### src/rtl/muldiv_pkg.sv
// Shared definitions for the iterative multiply/divide sequencer.
// Decode drives op with the same OP_* encodings.
package muldiv_pkg;

    localparam int WIDTH = 32;
    localparam int CNT_W = 6;

    typedef enum logic [1:0] {
        OP_MUL   = 2'b00,
        OP_UMULL = 2'b01,
        OP_SMULL = 2'b10,
        OP_UDIV  = 2'b11
    } op_e;

    typedef enum logic [2:0] {
        S_IDLE = 3'd0,
        S_PREP = 3'd1,
        S_RUN  = 3'd2,
        S_FIX  = 3'd3,
        S_DONE = 3'd4
    } state_e;

endpackage

### src/rtl/muldiv_seq_if.sv
// Request/result bundle between mainfsm/decode (master) and the muldiv sequencer (slave).
interface muldiv_seq_if #(
    parameter int WIDTH = muldiv_pkg::WIDTH
);
    logic             start;
    logic [1:0]       op;
    logic [WIDTH-1:0] a;
    logic [WIDTH-1:0] b;
    logic             flush;
    logic             busy;
    logic             done;
    logic [WIDTH-1:0] result_lo;
    logic [WIDTH-1:0] result_hi;
    logic             div_by_zero;

    modport master (
        output start, op, a, b, flush,
        input  busy, done, result_lo, result_hi, div_by_zero
    );

    modport slave (
        input  start, op, a, b, flush,
        output busy, done, result_lo, result_hi, div_by_zero
    );
endinterface

### src/rtl/muldiv_dp.sv
// Operand, accumulator and result registers with the radix-2 shift-add / restoring
// shift-subtract step, sequenced by load/prep/step/fix strobes from muldiv_seq.
module muldiv_dp
    import muldiv_pkg::*;
#(
    parameter int WIDTH = muldiv_pkg::WIDTH
) (
    input  logic             clk,
    input  logic             reset,
    input  logic             load,
    input  logic             prep,
    input  logic             step,
    input  logic             fix,
    input  logic [1:0]       op_in,
    input  logic [WIDTH-1:0] a_in,
    input  logic [WIDTH-1:0] b_in,
    output logic             zero_div,
    output logic [WIDTH-1:0] result_lo,
    output logic [WIDTH-1:0] result_hi,
    output logic             div_by_zero
);

    op_e                op_q;
    logic [WIDTH-1:0]   opa, opb, acc_hi, acc_lo;
    logic               neg;
    logic               is_mul, is_smull, rem_ge;
    logic [WIDTH-1:0]   a_mag, b_mag, rem_diff;
    logic [WIDTH:0]     mul_sum, rem_sh;
    logic [2*WIDTH-1:0] prod;

    assign is_mul   = (op_q != OP_UDIV);
    assign is_smull = (op_q == OP_SMULL);
    assign zero_div = (op_q == OP_UDIV) && (opb == '0);

    // Magnitudes are WIDTH-bit unsigned, so the most negative value maps to 2^(WIDTH-1).
    assign a_mag = (is_smull && opa[WIDTH-1]) ? -opa : opa;
    assign b_mag = (is_smull && opb[WIDTH-1]) ? -opb : opb;

    assign mul_sum  = acc_lo[0] ? ({1'b0, acc_hi} + {1'b0, opa}) : {1'b0, acc_hi};
    assign rem_sh   = {acc_hi, acc_lo[WIDTH-1]};
    assign rem_ge   = (rem_sh >= {1'b0, opb});
    assign rem_diff = rem_sh[WIDTH-1:0] - opb;
    assign prod     = (is_smull && neg) ? -{acc_hi, acc_lo} : {acc_hi, acc_lo};

    always_ff @(posedge clk or negedge reset) begin
        if (!reset) begin
            op_q        <= OP_MUL;
            opa         <= '0;
            opb         <= '0;
            neg         <= 1'b0;
            acc_hi      <= '0;
            acc_lo      <= '0;
            result_lo   <= '0;
            result_hi   <= '0;
            div_by_zero <= 1'b0;
        end else begin
            if (load) begin
                op_q        <= op_e'(op_in);
                opa         <= a_in;
                opb         <= b_in;
                div_by_zero <= 1'b0;
            end
            if (prep) begin
                opa    <= a_mag;
                opb    <= b_mag;
                neg    <= is_smull && (opa[WIDTH-1] ^ opb[WIDTH-1]);
                acc_hi <= '0;
                acc_lo <= is_mul ? b_mag : opa;
                if (zero_div) begin
                    result_lo   <= '1;
                    result_hi   <= opa;
                    div_by_zero <= 1'b1;
                end
            end
            // Multiply: acc_lo holds the shrinking multiplier; divide: acc_lo holds the growing quotient.
            if (step) begin
                if (is_mul) begin
                    acc_hi <= mul_sum[WIDTH:1];
                    acc_lo <= {mul_sum[0], acc_lo[WIDTH-1:1]};
                end else begin
                    acc_hi <= rem_ge ? rem_diff : rem_sh[WIDTH-1:0];
                    acc_lo <= {acc_lo[WIDTH-2:0], rem_ge};
                end
            end
            if (fix) begin
                if (is_mul) begin
                    result_hi <= prod[2*WIDTH-1:WIDTH];
                    result_lo <= prod[WIDTH-1:0];
                end else begin
                    result_hi <= acc_hi;
                    result_lo <= acc_lo;
                end
            end
        end
    end

endmodule

### src/rtl/muldiv_seq.sv
// Iterative MUL/UMULL/SMULL/UDIV sequencer; holds busy through PREP/RUN/FIX so
// mainfsm waits in execute, and pulses done for one cycle when results are loaded.
module muldiv_seq
    import muldiv_pkg::*;
#(
    parameter int WIDTH = muldiv_pkg::WIDTH,
    parameter int CNT_W = muldiv_pkg::CNT_W
) (
    input  logic         clk,
    input  logic         reset,
    muldiv_seq_if.slave  bus
);

    state_e           state;
    logic [CNT_W-1:0] count;
    logic             accept, zero_div;
    logic             prep, step, fix;

    // Flush wins over everything, including a start in the same cycle.
    assign accept = bus.start && !bus.flush && (state == S_IDLE || state == S_DONE);
    assign prep   = (state == S_PREP) && !bus.flush;
    assign step   = (state == S_RUN)  && !bus.flush;
    assign fix    = (state == S_FIX)  && !bus.flush;

    always_ff @(posedge clk or negedge reset) begin
        if (!reset) begin
            state    <= S_IDLE;
            count    <= '0;
            bus.busy <= 1'b0;
            bus.done <= 1'b0;
        end else begin
            bus.done <= 1'b0;
            if (bus.flush) begin
                state    <= S_IDLE;
                bus.busy <= 1'b0;
            end else begin
                case (state)
                    S_IDLE: begin
                        if (bus.start) begin
                            state    <= S_PREP;
                            bus.busy <= 1'b1;
                        end
                    end
                    S_PREP: begin
                        count <= '0;
                        if (zero_div) begin
                            state    <= S_DONE;
                            bus.busy <= 1'b0;
                            bus.done <= 1'b1;
                        end else begin
                            state <= S_RUN;
                        end
                    end
                    S_RUN: begin
                        count <= count + CNT_W'(1);
                        if (count == CNT_W'(WIDTH - 1)) begin
                            state <= S_FIX;
                        end
                    end
                    S_FIX: begin
                        state    <= S_DONE;
                        bus.busy <= 1'b0;
                        bus.done <= 1'b1;
                    end
                    S_DONE: begin
                        if (bus.start) begin
                            state    <= S_PREP;
                            bus.busy <= 1'b1;
                        end else begin
                            state <= S_IDLE;
                        end
                    end
                    default: begin
                        state    <= S_IDLE;
                        bus.busy <= 1'b0;
                    end
                endcase
            end
        end
    end

    muldiv_dp #(
        .WIDTH (WIDTH)
    ) u_dp (
        .clk         (clk),
        .reset       (reset),
        .load        (accept),
        .prep        (prep),
        .step        (step),
        .fix         (fix),
        .op_in       (bus.op),
        .a_in        (bus.a),
        .b_in        (bus.b),
        .zero_div    (zero_div),
        .result_lo   (bus.result_lo),
        .result_hi   (bus.result_hi),
        .div_by_zero (bus.div_by_zero)
    );

endmodule

### src/flat_wrapper.sv
// flat-port wrapper written by rule: the top's interface ports become plain ports
module muldiv_seq_flat import muldiv_pkg::*;
#(
    parameter int WIDTH = muldiv_pkg::WIDTH,
    parameter int CNT_W = muldiv_pkg::CNT_W
)
  (clk, reset, bus_start, bus_op, bus_a, bus_b, bus_flush, bus_busy, bus_done, bus_result_lo, bus_result_hi, bus_div_by_zero);
  muldiv_seq_if #(.WIDTH(WIDTH)) bus_i ();
  input  logic clk;
  input  logic reset;
  input wire logic [$bits(bus_i.start)-1:0] bus_start;
  input wire logic [$bits(bus_i.op)-1:0] bus_op;
  input wire logic [$bits(bus_i.a)-1:0] bus_a;
  input wire logic [$bits(bus_i.b)-1:0] bus_b;
  input wire logic [$bits(bus_i.flush)-1:0] bus_flush;
  output wire logic [$bits(bus_i.busy)-1:0] bus_busy;
  output wire logic [$bits(bus_i.done)-1:0] bus_done;
  output wire logic [$bits(bus_i.result_lo)-1:0] bus_result_lo;
  output wire logic [$bits(bus_i.result_hi)-1:0] bus_result_hi;
  output wire logic [$bits(bus_i.div_by_zero)-1:0] bus_div_by_zero;
  assign bus_i.start = bus_start;
  assign bus_i.op = bus_op;
  assign bus_i.a = bus_a;
  assign bus_i.b = bus_b;
  assign bus_i.flush = bus_flush;
  assign bus_busy = bus_i.busy;
  assign bus_done = bus_i.done;
  assign bus_result_lo = bus_i.result_lo;
  assign bus_result_hi = bus_i.result_hi;
  assign bus_div_by_zero = bus_i.div_by_zero;
  muldiv_seq #(.WIDTH(WIDTH), .CNT_W(CNT_W)) u_core (.clk(clk), .reset(reset), .bus(bus_i));
endmodule
### config.mk
export PLATFORM = sky130hd
export DESIGN_NAME = muldiv_seq_flat
export DESIGN_NICKNAME = d
export VERILOG_FILES = /design/src/rtl/muldiv_pkg.sv /design/src/rtl/muldiv_seq_if.sv /design/src/rtl/muldiv_dp.sv /design/src/rtl/muldiv_seq.sv /design/src/flat_wrapper.sv
export SDC_FILE = /design/constraint.sdc
export NUM_CORES = 1
export LEC_CHECK = 0
export CORE_UTILIZATION = 38
export CTS_CLUSTER_SIZE = 14
export DETAILED_ROUTE_END_ITERATION = 10
export PLACE_DENSITY = 0.63
export SYNTH_ARGS = -nofsm -noshare
export SYNTH_HDL_FRONTEND = slang
export SYNTH_HIERARCHICAL = 1
export SYNTH_SLANG_ARGS = --single-unit
### constraint.sdc
create_clock -name clk -period 8.3 [get_ports clk]
set_input_delay 2.075 -clock clk [delete_from_list [all_inputs] [get_ports clk]]
set_output_delay 2.075 -clock clk [all_outputs]
set_load 0.005 [all_outputs]
==> out/summary.txt, run 1 <==
DP Area -> 17820 um2
Global-route wire length before repair -> 86.17 mm
Number of fill cells -> 4128
Area grow syn2layout -> 15.44%
Initial DRC Count -> 1522
Final Hold Fails -> 0
CP startpoint kind -> input port
Setup TNS -> 0 ps
Share of cells above drive strength 1 -> 0.04657
Via/cell ratio -> 6.007
Reg2reg start -> u_core/u_dp/opb[4]$_DFFE_PN0P_
Minimum clock period -> 5405 ps
Synth warn -> 6
Clock power frac -> 0.177
Tot GR Track Use -> 0.2504
Non-Filler Instances -> 2622
Clk_lat worst skew -> 550 ps
Flops & latches, synth -> 207
Vias in the first global route -> 14900
Worst setup margin -> 2895 ps
Initial antenna violation count -> 0
Post-layout instance area -> 18690 um2
Final hold slack -> 480.2 ps
Measured slew at the worst slew-check pin -> 1145 ps
Placer Congestion -> 0.9186
Placeable Area -> 41950 um2
FF/Latch Area -> 5180 um2
Residual DRC -> 0
Setup Crit Path Kind -> in -> reg
CP required -> 8730 ps
Post-synthesis sequential area ratio -> 0.3199
Max cap viols -> 0
CP Launch Point -> bus_flush
Max-slew headroom -> 0.2369
Initial cell density of the core -> 0.3861
Post-CTS Setup Inserts -> 0
Reg2reg end -> u_core/u_dp/result_hi[10]$_DFFE_PN0P_
Grt ovf -> 0
Primary FF master, synth -> dfrtp_1
Placed cell count -> 2576
Worst-path clk slew -> 60 ps
Worst setup EP type -> flip-flop
Setup Skew -> 15.72 ps
Clock tree sinks -> 207
Leakage -> 7.695 nW
I/O pin count -> 137
Syn_area_per_cell -> 7.977 um2
Ys async rst share -> 1.000
Post-Synthesis Cells -> 2030
Slew Limit Fails -> 0
FMAX -> 185.0 MHz
Combinational power share -> 0.529
CTS buffer count -> 26
Hold WC Path Type -> reg -> reg
Sw frac -> 0.4667
WP data arrival -> 5840 ps
Count leader, synth -> nand2_1
Wire per inst -> 21.16 um
Ranking of synthesized cells by area -> dfrtp_1, a21oi_1, nand2_1, ha_1, o21ai_0
Number of synthesized flops with an enable pin -> 0
# rows -> 75
Run status -> completed
Routed WL -> 55.48 mm
Power Dens Cells -> 351.0 nW/um2
Synth top area share -> 0.3199
Post-CTS Hold Buffers -> 0
Largest fanout on the critical path -> 37
Chip height -> 208.4 um
H-tree Lvls -> 1
Worst vdd ir -> 0.1724 mV
# setup viols final -> 0
Multi-input gate area -> 10170 um2
Net Sw Power -> 3.063 mW
RSZ-0062 raised after global routing -> no
Area leader, netlist -> dfrtp_1
Pre-antenna DRT Iters -> 6
Number of I/O port buffers -> 136
Register share of total power -> 0.294
DIE WIDTH -> 208.4 um
Area of the die -> 43450 um2
Longest Clk Path Bufs -> 3
Mapped Area -> 16190 um2
Via count -> 15750
Count of cell types in the netlist -> 77
Root buffer cell -> clkbuf_16
Largest net degree at the start of global routing -> 119
Total power draw -> 6.562 mW
Antenna viol nets, final -> 0
Reg2Reg Depth -> 10
Detailed Place HPWL -> 40.88 mm
CTS tree -> done
Post-layout util -> 0.4457
Hold path depth -> 1
Reg2reg setup slack -> 3920 ps
Cell Int Power -> 3.500 mW
Worst hold path endpoint -> u_core/u_dp/div_by_zero$_DFF_PN0_
Period utilization -> 0.6512
Post-Syn Nets -> 2170
Final nets -> 2205
Ant. Diodes -> 0
Place WS -> 2385 ps
Hold Startpoint -> u_core/u_dp/div_by_zero$_DFF_PN0_
Post-cts resize count -> 0
Top cells by count, synth -> nand2_1, a21oi_1, dfrtp_1
## sequential cells by signal (all words and copies together), names as in the netlist
register,cells
u_core/count,6
u_core/u_dp/op_q,2
u_core/u_dp/div_by_zero,1
u_core/u_dp/acc_lo,32
u_core/bus.busy,1
u_core/u_dp/neg,1
u_core/u_dp/result_lo,32
u_core/u_dp/result_hi,32
u_core/bus.done,1
u_core/u_dp/acc_hi,32
u_core/state,3
u_core/u_dp/opa,32
u_core/u_dp/opb,32
## cells in the final DEF, fill, tap and decap left out, drive strengths merged, types with 21 or more instances in the layout
cell	instances
nand2	275
a21oi	223
dfrtp	207
o21ai	155
clkdlybuf4s50	135
nor2	107
xnor2	82
nor3	71
ha	68
inv	67
xor2	56
mux2i	52
o211ai	39
clkbuf	39
a211oi	37
nand3	33
a31oi	32
o31ai	24
buf	23
or3	23
a21o	22
nor2b	21
nor4	21
## critical path: stages
cell,delay (ps)
clkdlybuf4s50_1,550
or4b_4,560
clkinv_2,460
inv_2,70
nand2_1,770
and2_1,670
nor2_1,80
mux2_2,280
a222oi_1,240
inv_1,60
## power by group through the flow
stage          clock [mW]  combinational, mW  sequential [mW]
3_3_place_gp            0               3.38             1.91
5_1_grt              1.23               3.84             1.98
4_1_cts              1.18               3.43             1.91
2_1_floorplan           0               2.54             1.65
3_5_place_dp            0               3.41             1.92
6_report             1.16               3.47             1.93
## how the worst max path moves through the flow
stage	to	slack (ps)	cells after the start
global route	u_core/u_dp/opa[7]$_DFFE_PN0P_	2610	10
detailed placement	u_core/u_dp/opa[7]$_DFFE_PN0P_	2390	10
floorplan	u_core/u_dp/opa[7]$_DFFE_PN0P_	4120	11
finish	u_core/u_dp/opa[7]$_DFFE_PN0P_	2900	10
CTS	u_core/u_dp/opa[7]$_DFFE_PN0P_	2960	10
global placement	u_core/u_dp/opa[7]$_DFFE_PN0P_	2420	10
## layer usage
layer,track usage,vias to the layer above,routed length [um]
met5,0,-,0
met4,0.06335,0,1211
met3,0.03094,73,3783
met2,0.3892,588,24560
met1,0.3655,7596,25930
li1,-,7493,-
## cells by family after synthesis
group           after synthesis  share of synthesized area
compound gates              695                     0.2711
simple gates                637                     0.1857
buf+inv                     220                    0.05362
flops                       207                     0.3199
xor+xnor                    138                    0.07463
fa+ha+maj                    70                    0.05501
mux                          63                    0.04002
## area by class of cell
type                            count  share of cell area
Sequential cell                   207              0.2771
Timing Repair Buffer              159             0.08226
Tap cell                          539             0.03608
Multi-Input combinational cell   1603              0.5443
Clock buffer                       38             0.04156
Clock inverter                      8            0.005020
Inverter                           68             0.01372
Power figures use the tool's default switching activity.
==> run 2: changes to the inputs <==
--- a/config.mk
+++ b/config.mk
@@ -8,7 +8,7 @@
 export CORE_UTILIZATION = 38
 export CTS_CLUSTER_SIZE = 14
 export DETAILED_ROUTE_END_ITERATION = 10
-export PLACE_DENSITY = 0.63
+export PLACE_DENSITY = 0.65
 export SYNTH_ARGS = -nofsm -noshare
 export SYNTH_HDL_FRONTEND = slang
 export SYNTH_HIERARCHICAL = 1
==> constraint.sdc (replaced) <==
create_clock -name clk -period 4.55 [get_ports clk]
set_input_delay 1.1375 -clock clk [delete_from_list [all_inputs] [get_ports clk]]
set_output_delay 1.1375 -clock clk [all_outputs]
set_load 0.005 [all_outputs]
==> run 2 against run 1 <==
Net effect:
- combinational power increased by 93%
- clock power increased by 94%
- clock skew increased by 5.5 ps
- critical path depth increased by 1
- sequential share of layout area decreased by 0.52 points
- worst setup slack got worse by 2200 ps
- hold slack improved by 25 ps
- register-to-register slack got worse by 3200 ps
- routed wire length increased by 2.4%
- global-route usage increased by 0.77 points
- largest cell class unchanged
- highest routed layer unchanged
==> out/summary.txt, run 2 (synthesis gave the netlist of run 1 again) <==
Final nets -> 2239
Post-CTS Setup Inserts -> 0
Run status -> completed
Power Dens Cells -> 645.9 nW/um2
Global-route wire length before repair -> 88.67 mm
Number of fill cells -> 4135
# setup viols final -> 0
Hold WC Path Type -> reg -> reg
CTS tree -> done
Slew Limit Fails -> 0
FMAX -> 258.4 MHz
Worst-path clk slew -> 60 ps
Worst-path cell chain -> inv_1 -> ha_1 -> nor2b_1 -> o31a_1 -> o31ai_1 -> o21ai_0 -> a21oi_1 -> a21o_1 -> mux2_2 -> o21ai_0 -> a22o_1
Clock tree sinks -> 207
Largest stage delay, worst path -> 840 ps
Commonest non-fill, non-tap cell in the layout -> nand2_1
Setup Crit Path Kind -> reg -> reg
Leakage -> 7.910 nW
Grt ovf -> 0
Pre-antenna DRT Iters -> 7
Placeable Area -> 41950 um2
DIE WIDTH -> 208.4 um
Reg2reg setup slack -> 680 ps
CTS buffer count -> 27
Wire per inst -> 21.36 um
Root buffer cell -> clkbuf_16
Worst vdd ir -> 0.3206 mV
Placer Congestion -> 0.9477
Worst setup EP type -> flip-flop
Share of cells above drive strength 1 -> 0.06557
Tot GR Track Use -> 0.2580
Minimum clock period -> 3869 ps
Chip height -> 208.4 um
Initial antenna violation count -> 0
Detailed Place HPWL -> 42.35 mm
Period utilization -> 0.8504
Largest net degree at the start of global routing -> 100
Area of the die -> 43450 um2
Post-CTS Hold Buffers -> 0
Setup Skew -> 21.17 ps
Longest Clk Path Bufs -> 3
Post-cts resize count -> 0
Ant. Diodes -> 0
Post-layout util -> 0.4543
CP required -> 5050 ps
Routed WL -> 56.79 mm
Antenna viol nets, final -> 0
Commonest cells after routing, fill and taps aside -> nand2_1, a21oi_1, dfrtp_1
CP Launch Point -> u_core/u_dp/opb[1]$_DFFE_PN0P_
Reg2reg start -> u_core/u_dp/opb[1]$_DFFE_PN0P_
Via/cell ratio -> 6.002
Number of I/O port buffers -> 136
Max-slew headroom -> 0.2366
Clk_lat worst skew -> 570 ps
Setup TNS -> 0 ps
Initial cell density of the core -> 0.3861
H-tree Lvls -> 1
WP data arrival -> 4370 ps
Hold Startpoint -> u_core/u_dp/div_by_zero$_DFF_PN0_
Largest fanout on the critical path -> 31
Vias in the first global route -> 15340
Initial DRC Count -> 1799
# rows -> 75
Measured slew at the worst slew-check pin -> 1144 ps
Final Hold Fails -> 0
Residual DRC -> 0
RSZ-0062 raised after global routing -> no
Via count -> 15960
Critical-path top delay cell -> a21o_1
Max cap viols -> 0
Critical Path Most Common Cell -> o21ai_0
I/O pin count -> 137
CP startpoint kind -> flip-flop
Area grow syn2layout -> 17.66%
[run 2: layout make-up]
type	instances	area, um2	share of cell area
Sequential cell	207	5180	0.2719
Timing Repair Buffer	192	1836	0.09633
Clock buffer	32	744.5	0.03907
Tap cell	539	674.4	0.03539
Multi-Input combinational cell	1603	10170	0.5340
Inverter	68	256.5	0.01346
Clock inverter	18	188.9	0.009915
[run 2: final timing paths]
check	endpoint	cells past startpoint
worst max-delay path	u_core/u_dp/acc_hi[0]$_DFFE_PN0P_	11
worst min-delay path	u_core/u_dp/div_by_zero$_DFF_PN0_	1
worst max register to register	u_core/u_dp/acc_hi[0]$_DFFE_PN0P_	11
worst min register to register	u_core/u_dp/div_by_zero$_DFF_PN0_	1
max in group asynchronous	u_core/u_dp/acc_hi[27]$_DFFE_PN0P_	2
min in group asynchronous	u_core/u_dp/result_lo[3]$_DFFE_PN0P_	1
[run 2: metrics by stage]
step,instance area [um2],total power [mW],worst slack (ps),hold WS (ps),instances
6_report,19050,12.31,680.6,505.7,2659
5_1_grt,19050,13.18,441.1,528.3,2659
4_1_cts,19050,12.21,724.3,509.5,2659
3_5_place_dp,18120,9.914,558.5,499.9,2609
3_3_place_gp,18120,9.847,591.9,485.3,2609
2_1_floorplan,16190,7.639,1278,446.1,2030
[run 2: power breakdown]
group / total, mW / internal [mW] / switching, mW
clock network: 2.25 / 1.34 / 0.906
registers: 3.37 / 2.44 / 0.931
logic: 6.69 / 2.77 / 3.92
total: 12.3 / 6.55 / 5.76
[run 2: worst max-delay path: cells and delay by family (launching register included)]
kind,cells,cell delay [ps]
mux,1,410
compound gates,7,2410
fa+ha+maj,1,270
flops,1,400
buf+inv,1,160
simple gates,1,150
[run 2: per-layer routing]
metal / vias to the layer above / share of wire / global-route usage
met5: - / 0 / 0
met4: 0 / 0.022 / 0.06564
met3: 79 / 0.078 / 0.03502
met2: 654 / 0.44 / 0.3966
met1: 7654 / 0.46 / 0.3784
li1: 7573 / - / -
